<file path="config.mk">
export PLATFORM = sky130hd
export DESIGN_NAME = serial_word_tx
export DESIGN_NICKNAME = d
export VERILOG_FILES = /design/src/rtl/serial_pkg.sv /design/src/rtl/serial_hold_reg.sv /design/src/rtl/serial_word_tx.sv
export SDC_FILE = /design/constraint.sdc
export NUM_CORES = 1
export LEC_CHECK = 0
export CELL_PAD_IN_SITES_DETAIL_PLACEMENT = 1
export CELL_PAD_IN_SITES_GLOBAL_PLACEMENT = 1
export CORE_MARGIN = 2
export CORE_UTILIZATION = 24
export CTS_CLUSTER_SIZE = 14
export DETAILED_ROUTE_END_ITERATION = 10
export PLACE_DENSITY = 0.59
export SLEW_MARGIN = 20
export SYNTH_ARGS = -nofsm -noshare
export SYNTH_HDL_FRONTEND = slang
export SYNTH_SLANG_ARGS = --single-unit
</file>
<file path="constraint.sdc">
create_clock -name clk -period 2.91 [get_ports clk]
set_input_delay 0.7275 -clock clk [delete_from_list [all_inputs] [get_ports clk]]
set_output_delay 0.7275 -clock clk [all_outputs]
set_load 0.005 [all_outputs]
</file>
<file path="src/rtl/serial_pkg.sv">
// Shared serial-protocol types and constants for the bit-serial datapath
// (word transmitter, serial incrementer and friends).
package serial_pkg;

  typedef enum logic [1:0] {
    IDLE  = 2'd0,
    SHIFT = 2'd1,
    GAP   = 2'd2
  } tx_state_e;

  // Level driven on the serial data line whenever no word bit is present.
  localparam logic SERIAL_IDLE_BIT = 1'b0;

  // Bits needed for a counter that must hold 0..max_val; never less than 1.
  function automatic int unsigned ctr_width(input int unsigned max_val);
    return (max_val > 0) ? $clog2(max_val + 1) : 1;
  endfunction

endpackage

</file>
<file path="src/rtl/serial_hold_reg.sv">
// One-entry holding register: a word parked while the shifter is busy,
// with a valid flag that drives the upstream ready.
module serial_hold_reg #(
  parameter int unsigned WIDTH = 4
) (
  input  logic             clk,
  input  logic             rst_n,
  input  logic             push_i,
  input  logic [WIDTH-1:0] data_i,
  input  logic             pop_i,
  output logic             valid_o,
  output logic [WIDTH-1:0] data_o
);

  logic             valid_q, valid_d;
  logic [WIDTH-1:0] data_q;

  always_comb begin
    valid_d = valid_q;
    if (push_i) begin
      valid_d = 1'b1;
    end else if (pop_i) begin
      valid_d = 1'b0;
    end
  end

  always_ff @(posedge clk or negedge rst_n) begin
    if (!rst_n) begin
      valid_q <= 1'b0;
    end else begin
      valid_q <= valid_d;
    end
  end

  // NOTE: the data word carries no reset; it is only observed while valid_q
  // is set, so resetting it would add reset fan-out for no functional gain.
  always_ff @(posedge clk) begin
    if (push_i) begin
      data_q <= data_i;
    end
  end

  assign valid_o = valid_q;
  assign data_o  = data_q;

endmodule

</file>
<file path="src/rtl/serial_word_tx.sv">
// Parallel-to-serial word transmitter: LSB-first bit stream with sof/eof
// framing, a one-word pending buffer and an optional idle gap between words.
module serial_word_tx #(
  parameter int unsigned WIDTH = 4,
  parameter int unsigned GAP   = 0
) (
  input  logic             clk,
  input  logic             reset,
  input  logic [WIDTH-1:0] data_in,
  input  logic             valid_in,
  output logic             ready_out,
  output logic             b,
  output logic             bit_valid,
  output logic             sof,
  output logic             eof,
  output logic             busy
);

  import serial_pkg::*;

  localparam int unsigned CW = ctr_width(WIDTH);
  localparam int unsigned GW = ctr_width(GAP);
  localparam logic [CW-1:0] BIT_LAST = CW'(WIDTH - 1);
  localparam logic [GW-1:0] GAP_LAST = GW'((GAP > 0) ? GAP - 1 : 0);

  tx_state_e        state_q, state_d;
  logic [WIDTH-1:0] shift_q, shift_d;
  logic [CW-1:0]    cnt_q, cnt_d;
  logic [GW-1:0]    gap_q, gap_d;
  logic             b_q, b_d;
  logic             bit_valid_q, bit_valid_d;
  logic             sof_q, sof_d;
  logic             eof_q, eof_d;

  logic             hold_push, hold_pop, hold_valid;
  logic [WIDTH-1:0] hold_data;
  logic             accept, load;
  logic [WIDTH-1:0] load_word;
  logic             shifting_d;

  serial_hold_reg #(.WIDTH(WIDTH)) u_hold (
    .clk     (clk),
    .rst_n   (reset),
    .push_i  (hold_push),
    .data_i  (data_in),
    .pop_i   (hold_pop),
    .valid_o (hold_valid),
    .data_o  (hold_data)
  );

  assign ready_out = !hold_valid;
  assign accept    = valid_in && ready_out;

  // The parameter GAP shadows the enum literal, so the state is package-scoped.
  // NOTE: every signal written here gets a default first, so no path through
  // the case statement can leave a value unassigned and infer a latch.
  always_comb begin
    state_d   = state_q;
    shift_d   = shift_q;
    cnt_d     = cnt_q;
    gap_d     = gap_q;
    hold_push = 1'b0;
    hold_pop  = 1'b0;
    load      = 1'b0;
    load_word = data_in;

    unique case (state_q)
      IDLE: begin
        load = accept;
      end
      SHIFT: begin
        shift_d = shift_q >> 1;
        cnt_d   = cnt_q + CW'(1);
        if (cnt_q == BIT_LAST) begin
          if (GAP > 0) begin
            state_d   = serial_pkg::GAP;
            gap_d     = '0;
            hold_push = accept;
          end else if (hold_valid) begin
            load      = 1'b1;
            load_word = hold_data;
            hold_pop  = 1'b1;
          end else if (accept) begin
            load = 1'b1;
          end else begin
            state_d = IDLE;
          end
        end else begin
          hold_push = accept;
        end
      end
      serial_pkg::GAP: begin
        if (gap_q == GAP_LAST) begin
          if (hold_valid) begin
            load      = 1'b1;
            load_word = hold_data;
            hold_pop  = 1'b1;
          end else if (accept) begin
            load = 1'b1;
          end else begin
            state_d = IDLE;
          end
        end else begin
          gap_d     = gap_q + GW'(1);
          hold_push = accept;
        end
      end
      default: begin
        state_d = IDLE;
      end
    endcase

    if (load) begin
      state_d = SHIFT;
      shift_d = load_word;
      cnt_d   = '0;
    end

    // Outputs are computed from the next state so they leave a flop.
    shifting_d  = (state_d == SHIFT);
    b_d         = shifting_d ? shift_d[0] : SERIAL_IDLE_BIT;
    bit_valid_d = shifting_d;
    sof_d       = shifting_d && (cnt_d == '0);
    eof_d       = shifting_d && (cnt_d == BIT_LAST);
  end

  // NOTE: sequential state uses non-blocking assignments only, so every flop
  // samples the pre-edge values regardless of statement order.
  always_ff @(posedge clk or negedge reset) begin
    if (!reset) begin
      state_q     <= IDLE;
      shift_q     <= '0;
      cnt_q       <= '0;
      gap_q       <= '0;
      b_q         <= SERIAL_IDLE_BIT;
      bit_valid_q <= 1'b0;
      sof_q       <= 1'b0;
      eof_q       <= 1'b0;
    end else begin
      state_q     <= state_d;
      shift_q     <= shift_d;
      cnt_q       <= cnt_d;
      gap_q       <= gap_d;
      b_q         <= b_d;
      bit_valid_q <= bit_valid_d;
      sof_q       <= sof_d;
      eof_q       <= eof_d;
    end
  end

  assign b         = b_q;
  assign bit_valid = bit_valid_q;
  assign sof       = sof_q;
  assign eof       = eof_q;
  assign busy      = (state_q != IDLE) || hold_valid;

endmodule

</file>
==> impl_metrics.csv, run 1 <==
group,metric,value,unit
run_status,outcome,"finished clean",
finish,layout-drive-gt1-share,7.53,%
logic_synthesis,ys_seq_elements,18,
logic_synthesis,synthMuxAreaShare,5.63,%
logic_synthesis,synth_top_family_by_area,"compound AO/OA/AOI/OAI gates",
logic_synthesis,syn_nets,92,
clock_tree,cts_root_buf,"clkbuf_8",
logic_synthesis,synth_edf_count,4,
global_route,grt-ovfl-total,0,
timing,tns,0,ns
logic_synthesis,synth_area,890,um2
logic_synthesis,yosys.area_share.adder,8.44,%
route,drc_errors,0,
timing,holdWs,0.537,ns
route,wl,1.77,mm
clock_tree,clk_path_buf_depth,2,
pwr,power.internal,0.536,mW
die,die_x,64.9,um
route,vias,631,
timing,setup_slack,0.535,ns
pwr,power_frac_comb,29.1,%
timing,relSlewSlack,58.8,%
clock_tree,clock_sink_count,18,
placed_design,hpwl,1.35,mm
global_route,grtUsageTotal,9.15,%
clock_tree,cts_made_buffers,3,
logic_synthesis,synthArstFlopShare,77.8,%
logic_synthesis,ys_types,29,
pwr,max-vdd-ir-drop,0.303,mV
logic_synthesis,ys_top_cells_by_area,"dfrtp_1 (39%), edfxtp_1 (14%), ha_1 (8.4%)",
timing,clock_skew,0.00343,ns
critical_path,end_kind,"primary output",
finish,nets,107,
finish,diodes,0,
pwr,p_switching,0.230,mW
route,drt_iter0_markers,5,
route,ant_nets,0,
global_route,grt_pass1_wl,2.96,mm
logic_synthesis,yosysWarnings,0,
worst_hold_path,holdCritPathClass,"reg -> reg",
clock_tree,hold_buffers,0,
clock_tree,cts_max_level,1,
finish,fillers,414,
critical_path,crit_fanout,6,
logic_synthesis,synthFlopType,"dfrtp_1",
die,die-area,0.00421,mm2
finish,multi_input_area,377,um2
clock_tree,cts_setup_buffers,0,
clock_tree,post_cts_resized,0,
placed_design,pre_cts_slack,0.540,ns
worst_hold_path,worst_hold_path.num_cells,2,
timing,fmaxAchievable,421,MHz
critical_path,critical_path_class,"reg -> out",
finish,stdcell_count,141,
logic_synthesis,synth_compound_area_share,15.0,%
logic_synthesis,yosys.area_share.simple,12.2,%
global_route,grt_pass1_vias,666,
clock_tree,clkLatencyLatePin,0.25,ns
placed_design,dpl.cell_count,137,
pwr,seq_power_share,44.9,%
finish,area_growth,24.6,%
global_route,antenna_found_initial,0,
global_route,grt_max_degree,16,
timing,timing.final.crit_share,81.6,%
pwr,p_leak,0.468,nW
pwr,swShare,30.0,%
timing,rsz0062_at_grt,"no",
route,wl_per_cell,12.5,um
logic_synthesis,synthXorXnorAreaFrac,0.985,%
route,drt_pass1_iterations,3,
placed_design,gp_congestion,0.719,
critical_path,arrival,1.65,ns
timing,tightest_slew,0.616,ns
timing,period_needed,2.37,ns
logic_synthesis,yosysTopAreaCellShare,39.4,%
timing,slew_violations,0,
die,core,0.00361,mm2
logic_synthesis,syn_inst,79,
timing,setup_viol,0,
critical_path,ff2ff_path_depth,6,
finish,ff_latch_area,470,um2
die,placementRows,22,
critical_path,required,2.18,ns
timing,hold_viol_final,0,
die,io_pins,13,
finish,final_util,30.7,%
logic_synthesis,synth.yosys.seq_area_share,52.9,%
die,die_h,64.9,um
logic_synthesis,synth_area_per_cell,11.3,um2
die,start_util,24.7,%
pwr,p_per_area,691,mW/mm2
job,maxCapViolCount,0,
critical_path,start_kind,"register",
route,routed_via_density,4.48,
clock_tree,cts_tree,"built",
logic_synthesis,synth_top_area_cell,"dfrtp_1",
pwr,clock_power_share,25.9,%
clock_tree,cts.reportedPaths.clkPinSlew,0.07,ns
placed_design,io_buffers,12,
==> cell type report <==
| class | instances | share of cell area, % |
|---|---|---|
| tap | 48 | 5.42 |
| sequential | 18 | 42.4 |
| inverter | 7 | 2.37 |
| multi-input combinational | 52 | 34.0 |
| timing repair buffer | 12 | 10.8 |
| clock buffer | 4 | 4.97 |
==> sequential cells by signal, indices dropped and copies added (netlist names) <==
register        flops
bit_valid           1
shift_q             4
eof                 1
b                   1
u_hold.data_o       4
state_q             2
cnt_q               3
u_hold.valid_o      1
sof                 1
==> cell usage in the layout (no fill, tap or decap), types with 4 or more instances in the layout <==
cell,instances
ha_1,6
mux2i_1,5
inv_1,6
nor2_1,6
clkbuf_8,4
clkdlybuf4s50_1,12
nand2_1,4
o21ai_0,4
edfxtp_1,4
dfrtp_1,14
==> routing by layer <==
metal / vias up / GRT usage [%] / wire (um)
met5: - / 0 / 0
met4: 0 / 2.39 / 8
met3: 2 / 3.13 / 77
met2: 12 / 15.5 / 830
met1: 305 / 11.1 / 849
li1: 312 / - / -
==> metrics by stage <==
stage | cell area [um2] | total power, mW
after floorplan | 890 | 0.503
after global placement | 1050 | 0.566
after detailed placement | 1050 | 0.578
after CTS | 1110 | 0.780
after global routing | 1110 | 0.818
final | 1110 | 0.766
==> logic make-up after synthesis <==
| family | after synthesis |
|---|---|
| compound gates | 19 |
| xor+xnor | 1 |
| fa+ha+maj | 6 |
| buf+inv | 9 |
| flops | 18 |
| mux | 5 |
| simple gates | 21 |
==> power groups by stage <==
| stage | sequential, mW | combinational, mW | clock [mW] |
|---|---|---|---|
| after floorplan | 0.341 | 0.162 | 0 |
| after global placement | 0.346 | 0.220 | 0 |
| after detailed placement | 0.349 | 0.229 | 0 |
| after CTS | 0.344 | 0.228 | 0.207 |
| after global routing | 0.351 | 0.253 | 0.214 |
| final | 0.344 | 0.223 | 0.199 |
==> synth_stat cells, drive strengths merged (2+ instances only) <==
cell type  count
dfrtp         14
inv            7
ha             6
nor2           6
o21ai          6
mux2i          5
edfxtp         4
nand2          4
a21oi          3
a221oi         3
nand4          3
a22oi          2
buf            2
nand2b         2
nor2b          2
==> critical path, cell delays in order, from the launching register on <==
cell	delay, ns
dfrtp_1	0.46
inv_1	0.09
ha_1	0.23
nand2b_1	0.11
clkdlybuf4s50_1	0.50
==> path summary, 6_finish.rpt <==
path                            start  slack (ns)    endpoint
hold reg to reg            shift_q[3]        0.54  shift_q[3]
setup / recovery           state_q[0]        0.54        busy
min in group asynchronous       reset        0.86    cnt_q[2]
setup reg to reg           state_q[1]        0.56  shift_q[1]
max in group asynchronous       reset        1.65  shift_q[3]
hold / removal             shift_q[3]        0.54  shift_q[3]
(Power assumes the default switching activity.)
==> inputs of run 2 (changes only) <==
Settings changed: PLACE_DENSITY 0.59 to 0.61.
Clock period 2.91 ns to 2.09 ns, I/O delays scaled along.
==> run 2 against run 1 <==
Net effect: cell area rose by 4.3%; sequential cell count did not move; combinational power rose by 57%; largest power group unchanged; final cell count rose by 4.3%; count of clock-buffer cells in the layout did not move; largest cell class unchanged; wire length rose by 4.6%; via count rose by 2.9%; power rose by 44%; critical path depth did not move; worst setup slack got worse by 0.47 ns.
==> impl_metrics.csv, run 2 (synthesized netlist as in run 1, its figures left out) <==
group,metric,value,unit
route,wl,1.85,mm
finish,area_growth,30.0,%
finish,nets,113,
run_status,outcome,"finished clean",
timing,fmaxAchievable,494,MHz
placed_design,gp_congestion,0.717,
global_route,grt-ovfl-total,0,
clock_tree,cts.reportedPaths.clkPinSlew,0.07,ns
clock_tree,cts_max_level,1,
clock_tree,cts_tree,"built",
route,routed_via_density,4.41,
placed_design,hpwl,1.43,mm
global_route,grt_pass1_wl,3.21,mm
pwr,p_per_area,953,mW/mm2
pwr,p_switching,0.331,mW
global_route,antenna_found_initial,0,
timing,setup_viol,0,
pwr,p_leak,0.498,nW
clock_tree,hold_buffers,0,
timing,rsz0062_at_grt,"no",
clock_tree,clkLatencyLatePin,0.25,ns
global_route,grt_max_degree,15,
finish,layout-drive-gt1-share,15.2,%
clock_tree,clock_sink_count,18,
route,wl_per_cell,12.6,um
finish,layout_commonest_cell,"dfrtp_1",
global_route,grt_pass1_vias,703,
finish,ff_latch_area,470,um2
critical_path,start_kind,"register",
critical_path,crit_start,"state_q[1]",
die,placementRows,22,
worst_hold_path,holdCritPathClass,"reg -> reg",
pwr,power_frac_comb,31.7,%
die,start_util,24.7,%
timing,relSlewSlack,58.1,%
timing,clock_skew,0.00343,ns
finish,diodes,0,
job,maxCapViolCount,0,
finish,multi_input_area,379,um2
timing,hold_viol_final,0,
die,die_h,64.9,um
route,ant_nets,0,
critical_path,arrival,1.50,ns
clock_tree,cts_root_buf,"clkbuf_8",
worst_hold_path,min-delay-start,"u_hold.data_o[2]",
placed_design,dpl.cell_count,141,
pwr,seq_power_share,42.8,%
die,die_x,64.9,um
timing,tightest_slew,0.627,ns
timing,slew_violations,0,
die,die-area,0.00421,mm2
placed_design,pre_cts_slack,0.0871,ns
timing,period_needed,2.02,ns
critical_path,crit_fanout,4,
clock_tree,cts_made_buffers,3,
clock_tree,clk_path_buf_depth,2,
pwr,clock_power_share,25.5,%
timing,setup_slack,0.0674,ns
finish,stdcell_count,147,
timing,tns,0,ns
critical_path,reg2reg_from,"cnt_q[0]",
route,vias,649,
finish,final_cell_mix,"dfrtp_1 (14), clkdlybuf4s50_1 (12), nor2_1 (6), buf_4 (6)",
pwr,max-vdd-ir-drop,0.366,mV
placed_design,io_buffers,12,
route,drt_iter0_markers,9,
route,drc_errors,0,
finish,final_util,32.1,%
die,core,0.00361,mm2
pwr,swShare,30.0,%
global_route,grtUsageTotal,9.97,%
critical_path,required,1.57,ns
critical_path,end_kind,"primary output",
finish,fillers,418,
pwr,power,1.10,mW
pwr,power.internal,0.771,mW
die,io_pins,13,
timing,timing.final.crit_share,96.8,%
route,drt_pass1_iterations,3,
critical_path,critical_path_class,"reg -> out",
-- run 2: cell types whose count changed in the layout (fill, tap and decap cells not counted), sizes merged --
cell	previous run	this run
buf	0	6
-- run 2: per-stage QoR --
| stage | hold WS (ns) | area (um2) |
|---|---|---|
| after detailed placement | 0.548 | 1080 |
| after global routing | 0.593 | 1160 |
| after global placement | 0.522 | 1080 |
| after CTS | 0.546 | 1150 |
| final | 0.543 | 1160 |
| after floorplan | 0.227 | 890 |
-- run 2: final timing paths --
path                       cells past startpoint          to  slack (ns)
max                                            4        busy        0.07
min                                            2  shift_q[2]        0.54
max reg2reg                                    6         eof        0.18
min reg2reg                                    2  shift_q[2]        0.54
max in group asynchronous                      1  shift_q[1]        1.03
min in group asynchronous                      1  state_q[0]        0.66
-- run 2: worst max-delay path, cell delays in order, from the launching register on --
cell and delay [ns]:
dfrtp_1 0.38, inv_2 0.07, ha_2 0.18, nand2b_1 0.11
clkdlybuf4s50_1 0.51
-- run 2: timing repair --
action	CTS	global route
buffers inserted	2	0
resized for setup	0	2
endpoints found under the hold margin	0	0
endpoints found under the setup margin	1	1
-- run 2: cell type report --
| cell class | count | share of cell area [%] |
|---|---|---|
| Sequential cell | 18 | 40.7 |
| Multi-Input combinational cell | 52 | 32.8 |
| Timing Repair Buffer | 18 | 14.3 |
| Tap cell | 48 | 5.19 |
| Clock buffer | 4 | 4.76 |
| Inverter | 7 | 2.27 |
-- run 2: power groups by stage --
stage | Combinational (mW) | Clock, mW | Sequential, mW
floorplan | 0.225 | 0 | 0.475
global placement | 0.329 | 0 | 0.482
detailed placement | 0.341 | 0 | 0.484
CTS | 0.358 | 0.291 | 0.473
global route | 0.401 | 0.307 | 0.486
finish | 0.349 | 0.281 | 0.472
-- run 2: per-layer routing --
layer	GRT usage [%]	vias up	part of all wire [%]
li1	-	322	-
met4	1.60	0	0
met1	11.9	315	48
met5	0	-	0
met3	3.65	0	3.8
met2	17.4	12	48
==> inputs of run 3 (changes only) <==
Settings changed: CAP_MARGIN set to 20, CORE_MARGIN 2 to not set, SETUP_SLACK_MARGIN set to 0.3.
==> run 3 against run 2 <==
Net effect: worst setup slack improved by 0.28 ns; sequential share of layout area fell by 3.0 points; cell area rose by 8.5%; combinational power rose by 28%; register-to-register slack improved by 0.18 ns; critical path type is now in -> reg; critical endpoint is now sof.
==> impl_metrics.csv, run 3 (synthesized netlist as in run 1, its figures left out) <==
group,metric,value,unit
pwr,max-vdd-ir-drop,0.318,mV
worst_hold_path,min_to,"shift_q[3]",
finish,fin_area,0.00125,mm2
run_status,outcome,"finished clean",
worst_hold_path,min-delay-start,"shift_q[3]",
timing,timing.final.crit_share,83.3,%
placed_design,place_area,0.00109,mm2
finish,final_util,36.5,%
clock_tree,clock_sink_count,18,
clock_tree,cts_made_buffers,3,
route,wl_per_cell,14.3,um
critical_path,end_kind,"register",
placed_design,io_buffers,12,
critical_path,worstReg2RegEnd,"sof",
global_route,grtUsageTotal,11.5,%
placed_design,gp_congestion,0.762,
clock_tree,cts_root_buf,"clkbuf_8",
clock_tree,clk_path_buf_depth,2,
die,die_h,62.9,um
clock_tree,cts.reportedPaths.clkPinSlew,0.07,ns
route,top_layer_used,"met4",
die,die_x,62.9,um
die,start_util,25.8,%
placed_design,hpwl,1.46,mm
die,die-area,0.00395,mm2
timing,fmaxAchievable,575,MHz
critical_path,crit_start,"valid_in",
route,drt_pass1_iterations,4,
route,ant_nets,0,
pwr,power,1.21,mW
placed_design,dpl.cell_count,140,
route,met2_wirelength,1.11,mm
timing,tightest_slew,0.391,ns
route,wl_met1,950,um
route,wl,2.17,mm
worst_hold_path,holdCritPathClass,"reg -> reg",
finish,layout-drive-gt1-share,29.5,%
global_route,grt_pass1_vias,730,
finish,diodes,0,
route,routed-wl-met3,72,um
worst_hold_path,worst_hold_path.num_cells,2,
critical_path,arrival,1.90,ns
die,placementRows,21,
critical_path,ff2ff_path_depth,6,
global_route,grt_max_degree,15,
timing,clock_skew,0.00408,ns
finish,area_growth,41.1,%
global_route,antenna_found_initial,0,
route,drc_errors,0,
timing,hold_viol_final,0,
critical_path,required,2.25,ns
critical_path,critical_path_class,"in -> reg",
finish,stdcell_count,151,
clock_tree,cts_max_level,1,
critical_path,start_kind,"primary input",
route,vias,697,
pwr,p_per_area,963,mW/mm2
critical_path,crit_fanout,3,
die,core,0.00344,mm2
die,io_pins,13,
route,routed_via_density,4.62,
global_route,grt_pass1_wl,3.44,mm
clock_tree,hold_buffers,0,
critical_path,reg2reg_from,"cnt_q[0]",
finish,nets,119,
timing,period_needed,1.74,ns
timing,slew_violations,0,
timing,setup_viol,0,
timing,relSlewSlack,73.9,%
critical_path,r2r_setup_slack,0.36,ns
finish,final_cell_mix,"dfrtp_1 (12), buf_4 (12), clkdlybuf4s50_1 (10), nor2_1 (6), mux2i_1 (5)",
global_route,grt-ovfl-total,0,
clock_tree,clkLatencyLatePin,0.25,ns
timing,rsz0062_at_grt,"yes",
clock_tree,cts_tree,"built",
job,maxCapViolCount,0,
route,drt_iter0_markers,6,
pwr,p_leak,0.543,nW
==> run 3: metal layers <==
layer / vias to the layer above / global-route usage [%]
met5: - / 0
met4: 0 / 5.23
met3: 4 / 3.83
met2: 12 / 19.2
met1: 347 / 13.1
li1: 334 / -
==> run 3: power by group <==
group | internal (mW) | switching, mW | leakage (nW) | total (mW)
Sequential | 0.436 | 0.0384 | 0.214 | 0.475
Combinational | 0.232 | 0.215 | 0.300 | 0.447
Clock | 0.167 | 0.120 | 0.0288 | 0.287
Total | 0.836 | 0.373 | 0.543 | 1.21
==> run 3: cell type report <==
type,instances,area (um2)
timing repair buffer,24,208
multi-input combinational,52,435
inverter,7,26.3
clock buffer,4,55.1
fill,396,2190
tap,46,57.6
sequential,18,473
==> run 3: worst max-delay path by stage <==
stage	endpoint	slack, ns	cells after the start
after floorplan	sof	0.43	6
after global placement	eof	0.08	5
after detailed placement	shift_q[2]	-0.02	5
after CTS	busy	0.29	4
after global routing	sof	0.24	6
final	sof	0.35	5
==> run 3: per-stage QoR <==
stage | worst slack [ns] | TNS, ns | hold slack, ns
finish | 0.350 | 0 | 0.538
global route | 0.239 | 0 | 0.598
CTS | 0.289 | 0 | 0.539
detailed placement | -0.0223 | -0.0223 | 0.520
global placement | 0.0752 | 0 | 0.505
floorplan | 0.427 | 0 | 0.227
==> run 3: what timing repair did <==
action	4_1_cts	5_1_grt
buffers inserted	4	3
pin swaps	1	6
endpoints found under the setup margin	14	11
resized for setup	8	13
==> run 3: critical path, stage by stage <==
cell and delay (ns):
clkdlybuf4s50_1 0.51, nor2_1 0.09, a221oi_2 0.31, nand4_1 0.18, o31ai_1 0.29
